--- config.mk ---
export PLATFORM = sky130hd
export DESIGN_NAME = sn_window_decoder
export DESIGN_NICKNAME = d
export VERILOG_FILES = /design/src/rtl/sn_window_decoder.sv
export SDC_FILE = /design/constraint.sdc
export NUM_CORES = 1
export LEC_CHECK = 0
export ABC_AREA = 1
export CAP_MARGIN = 20
export CORE_MARGIN = 2
export CORE_UTILIZATION = 43
export DETAILED_ROUTE_END_ITERATION = 8
export PLACE_DENSITY = 0.73
export SLEW_MARGIN = 25
export SYNTH_ARGS = -nofsm -noshare
export SYNTH_HDL_FRONTEND = slang
export SYNTH_SLANG_ARGS = --single-unit
--- constraint.sdc ---
create_clock -name clk -period 1.3 [get_ports clk]
set_clock_uncertainty 0.2 [all_clocks]
set_input_delay 0.195 -clock clk [delete_from_list [all_inputs] [get_ports clk]]
set_output_delay 0.195 -clock clk [all_outputs]
set_load 0.02 [all_outputs]
--- src/rtl/sn_window_decoder.sv ---
// Stochastic bitstream back-converter: counts ones over WINDOW qualified bits and
// presents the count on a valid/ready register. Optional SN_BIPOLAR_EN adds bip_out.
module sn_window_decoder #(
  parameter int unsigned WINDOW = 8,
  parameter int unsigned CNT_W  = $clog2(WINDOW + 1),
  parameter int unsigned SMP_W  = $clog2(WINDOW)
) (
  input  logic             clk,
  input  logic             rst_n,
  input  logic             sn_bit,
  input  logic             sn_valid,
  input  logic             start,
  input  logic             stop,
  input  logic             cont,
  output logic [CNT_W-1:0] count_out,
  output logic             count_valid,
  input  logic             count_ready,
  output logic             busy,
  output logic             overrun,
  input  logic             ovr_clr
`ifdef SN_BIPOLAR_EN
  ,
  output logic signed [CNT_W:0] bip_out
`endif
);

`ifdef SN_BIPOLAR_EN
  localparam int unsigned BIP_W = CNT_W + 1;
`endif

  typedef enum logic [0:0] {IDLE, ACCUM} state_t;

  state_t             state, state_n;
  logic [CNT_W-1:0]   acc, acc_n;
  logic [SMP_W-1:0]   smp, smp_n;
  logic [CNT_W-1:0]   cnt_n;
  logic               vld_n;
  logic               ovr_n;
  logic               done;
  logic [CNT_W-1:0]   result;

  // State, accumulator and output register
  always_ff @(posedge clk) begin
    if (!rst_n) begin
      state       <= IDLE;
      acc         <= '0;
      smp         <= '0;
      count_out   <= '0;
      count_valid <= 1'b0;
      busy        <= 1'b0;
      overrun     <= 1'b0;
`ifdef SN_BIPOLAR_EN
      bip_out     <= $signed(BIP_W'(0) - BIP_W'(WINDOW));
`endif
    end else begin
      state       <= state_n;
      acc         <= acc_n;
      smp         <= smp_n;
      count_out   <= cnt_n;
      count_valid <= vld_n;
      busy        <= (state_n == ACCUM);
      overrun     <= ovr_n;
`ifdef SN_BIPOLAR_EN
      bip_out     <= $signed({cnt_n, 1'b0} - BIP_W'(WINDOW));
`endif
    end
  end

  // Next-state, accumulation and result handoff
  always_comb begin
    state_n = state;
    acc_n   = acc;
    smp_n   = smp;
    cnt_n   = count_out;
    vld_n   = count_valid;
    ovr_n   = overrun;
    done    = 1'b0;
    result  = acc + CNT_W'(sn_bit);

    if (count_valid && count_ready) vld_n = 1'b0;

    case (state)
      IDLE: begin
        if (start && !stop) begin
          state_n = ACCUM;
          acc_n   = '0;
          smp_n   = '0;
        end
      end
      ACCUM: begin
        if (stop) begin
          state_n = IDLE;
          acc_n   = '0;
          smp_n   = '0;
        end else if (sn_valid) begin
          if (smp == SMP_W'(WINDOW - 1)) begin
            done    = 1'b1;
            acc_n   = '0;
            smp_n   = '0;
            state_n = cont ? ACCUM : IDLE;
          end else begin
            acc_n = result;
            smp_n = smp + SMP_W'(1);
          end
        end
      end
      default: state_n = IDLE;
    endcase

    if (ovr_clr) ovr_n = 1'b0;

    // A pending, unaccepted result is kept; the new one is dropped and flagged
    if (done) begin
      if (!count_valid || count_ready) begin
        cnt_n = result;
        vld_n = 1'b1;
      end else begin
        ovr_n = 1'b1;
      end
    end
  end

endmodule

After elaboration in Yosys (flattened, before gate mapping)

Index checks and enable logic that the tools add are counted.

Add/subtract/negate cells: 2
Equality and inequality tests: 3
Mux-type cells: 26
Bitwise logic cells: 1
Reductions and logical operators: 7

Operators with widths:

| kind                                                          | count |
|---|---|
| 4-bit 2-to-1 mux                                              | 4 |
| 1-bit 2-to-1 mux                                              | 15 |
| 3-bit 2-to-1 mux                                              | 4 |
| 4-bit one-hot mux with 2 select lines                         | 1 |
| 3-bit one-hot mux with 2 select lines                         | 1 |
| 4-bit by 1-bit adder with 4-bit output                        | 1 |
| 2-bit AND reduction                                           | 2 |
| 3-bit by 1-bit adder with 3-bit output, second input constant | 1 |
| 3-bit == test, second input constant                          | 1 |
| 3-bit inequality test, second input constant                  | 1 |
| 1-bit logical AND                                             | 2 |
| 1-bit logical NOT                                             | 2 |
| 2-bit inequality test, second input constant                  | 1 |
| 1-bit one-hot mux with 2 select lines                         | 1 |
| 1-bit logical OR                                              | 1 |
| 1-bit inverter                                                | 1 |

Register bits: 14
Bits of input ports: 9
Output and inout bits: 7
Logic and storage cells: 45

Depth between registers and ports, before layout

Gate-level depths: netlist of the first run.

Depth after elaboration: 6
Depth in mapped cells: 8
Mapped depth without buffers: 8

Least setup slack after synthesis of the first run

Ideal clock, no wire load.

Path kind: register to register
Start: register smp[0]
End: register count_out[3]
Library setup time: 0.113 ns
Arrival: 1.124 ns
Setup slack: -0.136 ns
Stages on the path, launching flop included: 8
Path buffers: 0
Period minus slack after synthesis: 1.436 ns
Cell sequence: dfxtp_1 > ha_1 > ha_1 > nand2_2 > nor2_8 > nand2_4 > nor2_1 > nor2_1

Word-level cells in the longest chain between the ends: 6

Ends and longest elaborated chain:

| item                          | line | RTL |
|---|---|---|
| from (decl)                   | 35   | `logic [SMP_W-1:0] smp, smp_n;` |
| from (signal assigned)        | 58   | `smp <= smp_n;` |
| 3-bit == test                 | 96   | `if (smp == SMP_W'(WINDOW - 1)) begin` |
| 1-bit 2-to-1 mux              | 96   |  |
| 1-bit 2-to-1 mux              | 95   | `end else if (sn_valid) begin` |
| 1-bit 2-to-1 mux              | 91   | `if (stop) begin` |
| 1-bit 2-to-1 mux              | 82   | `case (state)` |
| 2-bit AND reduction (no line) | -    |  |
| to (signal assigned)          | 59   | `count_out <= cnt_n;` |
| to (decl)                     | 15   | `output logic [CNT_W-1:0] count_out,` |

Every way passes these cells.
A chain may end at the register's enable or synchronous reset.

Final worst setup path of the first run

Start: register smp[1]
End: register acc[1]

Word-level cells in the longest chain between the ends: 5

Ends and longest elaborated chain:

| item                                  | line | RTL |
|---|---|---|
| 3-bit == test                         | 96   |  |
| 4-bit 2-to-1 mux                      | 96   |  |
| 4-bit 2-to-1 mux                      | 95   |  |
| 4-bit 2-to-1 mux                      | 91   |  |
| 4-bit one-hot mux with 2 select lines | 82   |  |
| to (signal assigned)                  | 57   | `acc <= acc_n;` |
| to (decl)                             | 34   | `logic [CNT_W-1:0] acc, acc_n;` |

Every way passes these cells. The select of a mux whose other input is x is not followed.

==> summary.txt, run 1 <==
Timing
  • Hold WS: slightly above 200 ps
  • Final worst slack: -98.1 ps
  • Minimum clock period: approximately 1400 ps
  • Max Fclk: just over 700 MHz
  • Final Cycle Share: 108%
  • Final max-slew violation count: 0
  • Final Hold Vio Count: 0
  • Slew HR: roughly 84%
  • Final Setup Violations: 10
  • RSZ-0062 raised after global routing: true
  • Worst-margin pin slew: roughly 240 ps

Floorplan
  • Die Height: between 40 and 50 um
  • Core area: approximately 0.0015 mm2
  • Initial core utilization: 46.4%
  • Io pins: 16
  • Chip Width: 44.5 um
  • Full die area: about 0.002 mm2
  • Rows: 14

CTS
  • H-tree Lvls: 1
  • TritonCTS buffer count: 3
  • Root buf cell: clkbuf_4
  • CTS sink cnt: 14
  • CTS max path bufs: 2
  • CTS tree: built
  • CTS clock-pin slew for the worst setup and hold paths: around 80 ps
  • Worst-Skew Late Latency: about 280 ps

Final layout
  • Share of cells above drive strength 1: ~41%
  • Layout area overhead: 48.3%
  • Most common cell after layout, fill and taps aside: nor2_1
  • Ant. Diodes: 0
  • Fin nets: 138
  • Commonest non-fill, non-tap cells in the layout: nor2_1, nand2_1, inv_1, dfxtp_1, buf_4

Detailed routing
  • Metal3 WL: around 84 um
  • Via count: 719
  • Number of remaining DRC errors: 0
  • Drt total wl: 1660 um
  • Met2 WL: around 800 um
  • DRT iter0 DRCs: 15
  • DR top layer: met4
  • TritonRoute pass-1 iters: 4
  • Wire per inst: between 10 and 15 um
  • WL met1: about 730 um
  • Vias per cell: approximately 5.2
  • Antenna Nets Post-Route: 0

Global route
  • First-pass GRT wire length: between 2000 and 3000 um
  • Via count of the first global-routing pass: 699
  • Total gr overflow: 0
  • Antenna violations before repair: 0
  • Gr usage total: 19.5%
  • Largest net degree at the start of global routing: 10

Synth
  • Avg Inst Size Synth: 7.52 um2
  • Syn Inst Count: 94
  • Syn. warnings: 0
  • Synth Net Count: between 100 and 150
  • Post-synth cell types: 19
  • Synth Register Bits: 14
  • Sequential share of the synthesized area: 39.6%
  • Post-Syn Area: approximately 710 um2

Outcome
  • Status: finished, violations left
  • Failing checks: negative setup slack

Worst setup path
  • Critical path startpoint category: register
  • CP Data Required Time: 1320 ps
  • Reg-to-Reg Start: smp[1]
  • CP Class: register to register
  • Critical-path maximum fanout: 2
  • Worst setup EP type: register
  • CP Data Arrival Time: approximately 1400 ps
  • CP Launch Point: smp[1]

Power
  • P per Cell Area: between 800 and 900 mW/mm2
  • Peak supply drop: a little under 0.5 mV
  • Leak Pwr: about 0.49 nW

Place
  • IO buf count: 15
  • Place WS: -386 ps
  • DP Wirelength: about 1200 um
  • Placer congestion estimate: 0.742

Hold path
  • Worst Hold Launch: stop
  • Hold crit path type: input pin to register

Flow run
  • Maxcap violations: 0
[cells by family (layout without fill, tap and decap cells)]
group                      count (synthesis)  count (layout)  synth area share, %
xor gates and xnor gates                   1               1                 1.24
and+or+nand+nor                           49              49                 33.5
DFF                                       14              14                 39.6
adders and majority gates                  5               5                 8.85
buffers and inverters                     12              41                 6.37
AOI/OAI and AO/OA                         13              13                 10.4
[critical path, stage by stage (launching register included)]
cell and delay [ps]:
dfxtp_2 340, ha_4 170, ha_2 170, inv_1 50, nand4_1 100, inv_1 110, nand2_1 80, a21oi_2 120
[sequential cells by signal, indices dropped and copies added (netlist names)]
name	count
acc	4
count_out	4
count_valid	1
overrun	1
smp	3
state	1
[where the power goes]
| part | leakage (nW) | switching, mW | internal, mW | total [mW] |
|---|---|---|---|---|
| clock | 0.0210 | 0.148 | 0.171 | 0.318 |
| combinational | 0.358 | 0.0587 | 0.0574 | 0.116 |
| sequential | 0.115 | 0.00983 | 0.440 | 0.450 |
| total | 0.494 | 0.216 | 0.668 | 0.884 |
[worst paths after layout]
kind,endpoint,slack (ps),cells after the start
hold / removal,state,210,4
hold reg to reg,count_out[1],260,2
setup / recovery,acc[1],-100,7
setup reg to reg,acc[1],-100,7
[cell usage after synthesis]
library cell | instances | area, um2
nor3_1 | 1 | 5.00
nor2_1 | 16 | 60.1
nand2_4 | 1 | 11.3
inv_2 | 1 | 3.75
and3_1 | 1 | 6.26
nand2_1 | 16 | 60.1
nand2_2 | 5 | 31.3
dfxtp_1 | 14 | 280
inv_1 | 10 | 37.5
a22oi_1 | 2 | 15.0
nand3_1 | 6 | 30.0
o21ai_2 | 1 | 8.76
clkinv_1 | 1 | 3.75
xnor2_1 | 1 | 8.76
a21oi_1 | 7 | 35.0
nand4_1 | 2 | 12.5
o21ai_1 | 3 | 15.0
ha_1 | 5 | 62.6
nor2_8 | 1 | 20.0
[layout make-up]
type,instances,area (um2)
multi-input cells,68,459
well taps,16,20.0
flip-flops and latches,14,285
repair buffers,25,203
fillers,112,475
clock buffers,4,36.3
inverters,12,45.0
[what timing repair did]
item | CTS | global route
hold endpoints to repair | 0 | 0
hold buffers | 0 | 0
gates resized for setup | 26 | 16
setup endpoints to repair | 16 | 20
setup buffers | 0 | 1
pin swaps | 1 | 4
[layer usage]
| layer | global-route usage [%] | up-vias |
|---|---|---|
| li1 | - | 361 |
| met1 | 21.3 | 331 |
| met2 | 33.9 | 21 |
| met3 | 4.90 | 6 |
| met4 | 10.9 | 0 |
| met5 | 0 | - |
[per-stage QoR]
step / power, mW / util (%) / TNS, ps / instances / area, um2
2_1_floorplan: 0.507 / - / 0 / 94 / 746
3_3_place_gp: 0.569 / 64.5 / -3580 / 134 / 983
3_5_place_dp: 0.572 / 64.5 / -3860 / 134 / 983
4_1_cts: 0.891 / 68.6 / -439 / 138 / 1050
5_1_grt: 0.925 / 68.8 / -1310 / 139 / 1050
6_report: 0.884 / 68.8 / -512 / 139 / 1050
Power figures use the tool's default switching activity.
==> run 2: changes to the inputs <==
--- a/config.mk
+++ b/config.mk
@@ -6,7 +6,6 @@
 export NUM_CORES = 1
 export LEC_CHECK = 0
 export ABC_AREA = 1
-export CAP_MARGIN = 20
 export CORE_MARGIN = 2
 export CORE_UTILIZATION = 43
 export DETAILED_ROUTE_END_ITERATION = 8
==> results of run 2 <==
The final DEF is identical to that of run 1; final timing and power are the same.
==> run 3: changes to the inputs <==
--- a/config.mk
+++ b/config.mk
@@ -7,9 +7,9 @@
 export LEC_CHECK = 0
 export ABC_AREA = 1
 export CORE_MARGIN = 2
-export CORE_UTILIZATION = 43
+export CORE_UTILIZATION = 34
 export DETAILED_ROUTE_END_ITERATION = 8
-export PLACE_DENSITY = 0.73
+export PLACE_DENSITY = 0.6
 export SLEW_MARGIN = 25
 export SYNTH_ARGS = -nofsm -noshare
 export SYNTH_HDL_FRONTEND = slang
==> run 3 against run 2 <==
Net effect: the flow still finishes with violations (negative setup slack); count of clock-buffer cells in the layout fell by 1; sequential cell count unchanged; clock power shrank 24%; cell count increased by 7.9%; critical path depth is 1 higher; cell area is 2.0% higher; register-to-register slack gained 30 ps.
==> summary.txt, run 3 (same netlist as run 1, synthesis figures left out) <==
Worst setup path
  • Critical path startpoint category: register
  • Worst setup EP type: register
  • Critical-path maximum fanout: 6 (+4)
  • Worst path bufs/invs: 0 (-2)
  • Top delay family on crit path: simple AND/OR/NAND/NOR gates
  • CP Data Required Time: 1320 ps (about the same)
  • CP max stage delay: 360 ps (+20 ps)
  • CP Class: register to register
  • CP Launch Point: smp[1]
  • Critical-path top delay cell: dfxtp_2
  • CP Data Arrival Time: 1390 ps (-30 ps)
  • Crit path cell chain: ha_4 -> ha_4 -> nand2_4 -> nor2_8 -> nand2_4 -> nand2_2 -> nand2_1 -> nor2_1
  • R2R setup slack: -70 ps (+30 ps)
  • Reg-to-Reg Start: smp[1]

Final layout
  • Fin nets: 139 (+0.72%)
  • Ant. Diodes: 0 (unchanged)
  • Biggest regs: acc x4, count_out x4, smp x3
  • Layout area overhead: 51.3%
  • Cell area after layout: 0.00107 mm2 (+2.0%)
  • Share of cells above drive strength 1: 35.8% (-4.9 points)
  • Most common cell after layout, fill and taps aside: nand2_1
  • Fin util: 54.5% (-14 points)
  • Filler cells: 217 (+94%)
  • Commonest non-fill, non-tap cells in the layout: nand2_1, nor2_1, buf_4

Floorplan
  • Chip Width: 49.6 um (+11%)
  • Core area: 0.00196 mm2 (+29%)
  • Die Height: 49.6 um (+11%)
  • Full die area: 0.00246 mm2 (+24%)
  • Io pins: 16 (unchanged)
  • Rows: 16 (+2)
  • Initial core utilization: 36.0% (-10 points)

Outcome
  • Failing checks: negative setup slack
  • Status: finished, violations left

Place
  • Placer congestion estimate: 0.834 (+12%)
  • IO buf count: 15 (unchanged)
  • Placed inst area: 997 um2 (+1.4%)
  • DP Wirelength: 1250 um (+4.2%)
  • Place WS: -389 ps (-3.18 ps)

CTS
  • CTS sink cnt: 14 (unchanged)
  • Worst-Skew Late Latency: 270 ps (about the same)
  • TritonCTS buffer count: 3 (unchanged)
  • CTS tree: built
  • Root buf cell: clkbuf_4
  • CTS max path bufs: 2 (unchanged)
  • CTS Hold Bufs: 0 (unchanged)
  • H-tree Lvls: 1 (unchanged)
  • CTS clock-pin slew for the worst setup and hold paths: 80 ps (about the same)

Detailed routing
  • Drt total wl: 1620 um (-2.6%)
  • Vias per cell: 4.59 (-11%)
  • Number of remaining DRC errors: 0 (unchanged)
  • DRT iter0 DRCs: 9 (-6)
  • Wire per inst: 10.8 um (-9.7%)
  • Via count: 689 (-4.2%)
  • Antenna Nets Post-Route: 0 (unchanged)
  • TritonRoute pass-1 iters: 4 (unchanged)

Timing
  • Worst-margin pin slew: 241 ps (+5.93 ps)
  • Slew HR: 83.9% (-0.40 points)
  • Final max-slew violation count: 0 (unchanged)
  • RSZ-0062 raised after global routing: true
  • Final Hold Vio Count: 0 (unchanged)
  • Max Fclk: 731 MHz (+2.1%)
  • Minimum clock period: 1370 ps (-29.4 ps)
  • Final Cycle Share: 105% (-2.3 points)
  • Final worst slack: -68.7 ps (+29.4 ps)
  • Sum of negative setup slack: -518 ps (-6.16 ps)
  • Final Setup Violations: 13 (+3)

Global route
  • First-pass GRT wire length: 2880 um (+3.2%)
  • Total gr overflow: 0 (unchanged)
  • Antenna violations before repair: 0 (unchanged)
  • Gr usage total: 15.5% (-4.0 points)
  • Via count of the first global-routing pass: 701 (+0.29%)
  • Largest net degree at the start of global routing: 10 (unchanged)

Power
  • P per Cell Area: 760 mW/mm2 (-9.9%)
  • Pwr Total: 0.813 mW (-8.0%)
  • Peak supply drop: 0.613 mV (+24%)
  • Leak Pwr: 0.493 nW (-0.13%)

Hold path
  • Hold crit path type: input pin to register
  • Worst Hold Launch: stop

Flow run
  • Maxcap violations: 0 (unchanged)
## run 3: cell types whose count changed in the layout (fill, tap and decap cells not counted), moves of 2 or more
cell	before	now
nand2_1	13	16
ha_2	3	1
a21oi_1	2	5
buf_4	9	11
nand2_2	7	3
a21oi_2	5	2
ha_4	2	4
## run 3: path summary, 6_finish.rpt
path | to | depth (start not counted)
worst min register to register | overrun | 2
worst min-delay path | state | 4
worst max register to register | count_out[2] | 8
worst max-delay path | count_out[2] | 8
## run 3: per-stage QoR
step,hold slack (ps),cells
finish,209,150
global route,234,150
CTS,274,149
detailed placement,261,145
global placement,252,145
floorplan,115,94
## run 3: layer usage
metal / global-route usage [%] / share of wire, % / vias to the layer above
li1: - / - / 362
met1: 15.8 / 43 / 315
met2: 28.0 / 52 / 10
met3: 6.67 / 3.9 / 2
met4: 5.56 / 1.7 / 0
met5: 0 / 0 / -
## run 3: timing repair
action                                 4_1_cts  5_1_grt
endpoints found under the hold margin        0        0
pin swaps                                    4        5
gates resized for setup                     30        9
buffers inserted                             1        1
setup endpoints to repair                   16       19
## run 3: worst reg2reg max path: cells and delay by family, from the launching register on
kind | cells | cell delay, ps
fa+ha+maj | 2 | 300
flops | 1 | 360
simple gates | 6 | 460
## run 3: layout make-up
cell class | count | area, um2 | share of cell area, %
Timing Repair Buffer | 26 | 211 | 19.8
Clock buffer | 3 | 22.5 | 2.11
Multi-Input combinational cell | 68 | 472 | 44.1
Inverter | 12 | 45.0 | 4.21
Tap cell | 27 | 33.8 | 3.16
Sequential cell | 14 | 285 | 26.7
## run 3: where the power goes
group          internal (mW)  switching (mW)
Sequential             0.440          0.0107
Combinational         0.0619          0.0591
Clock                  0.107           0.134
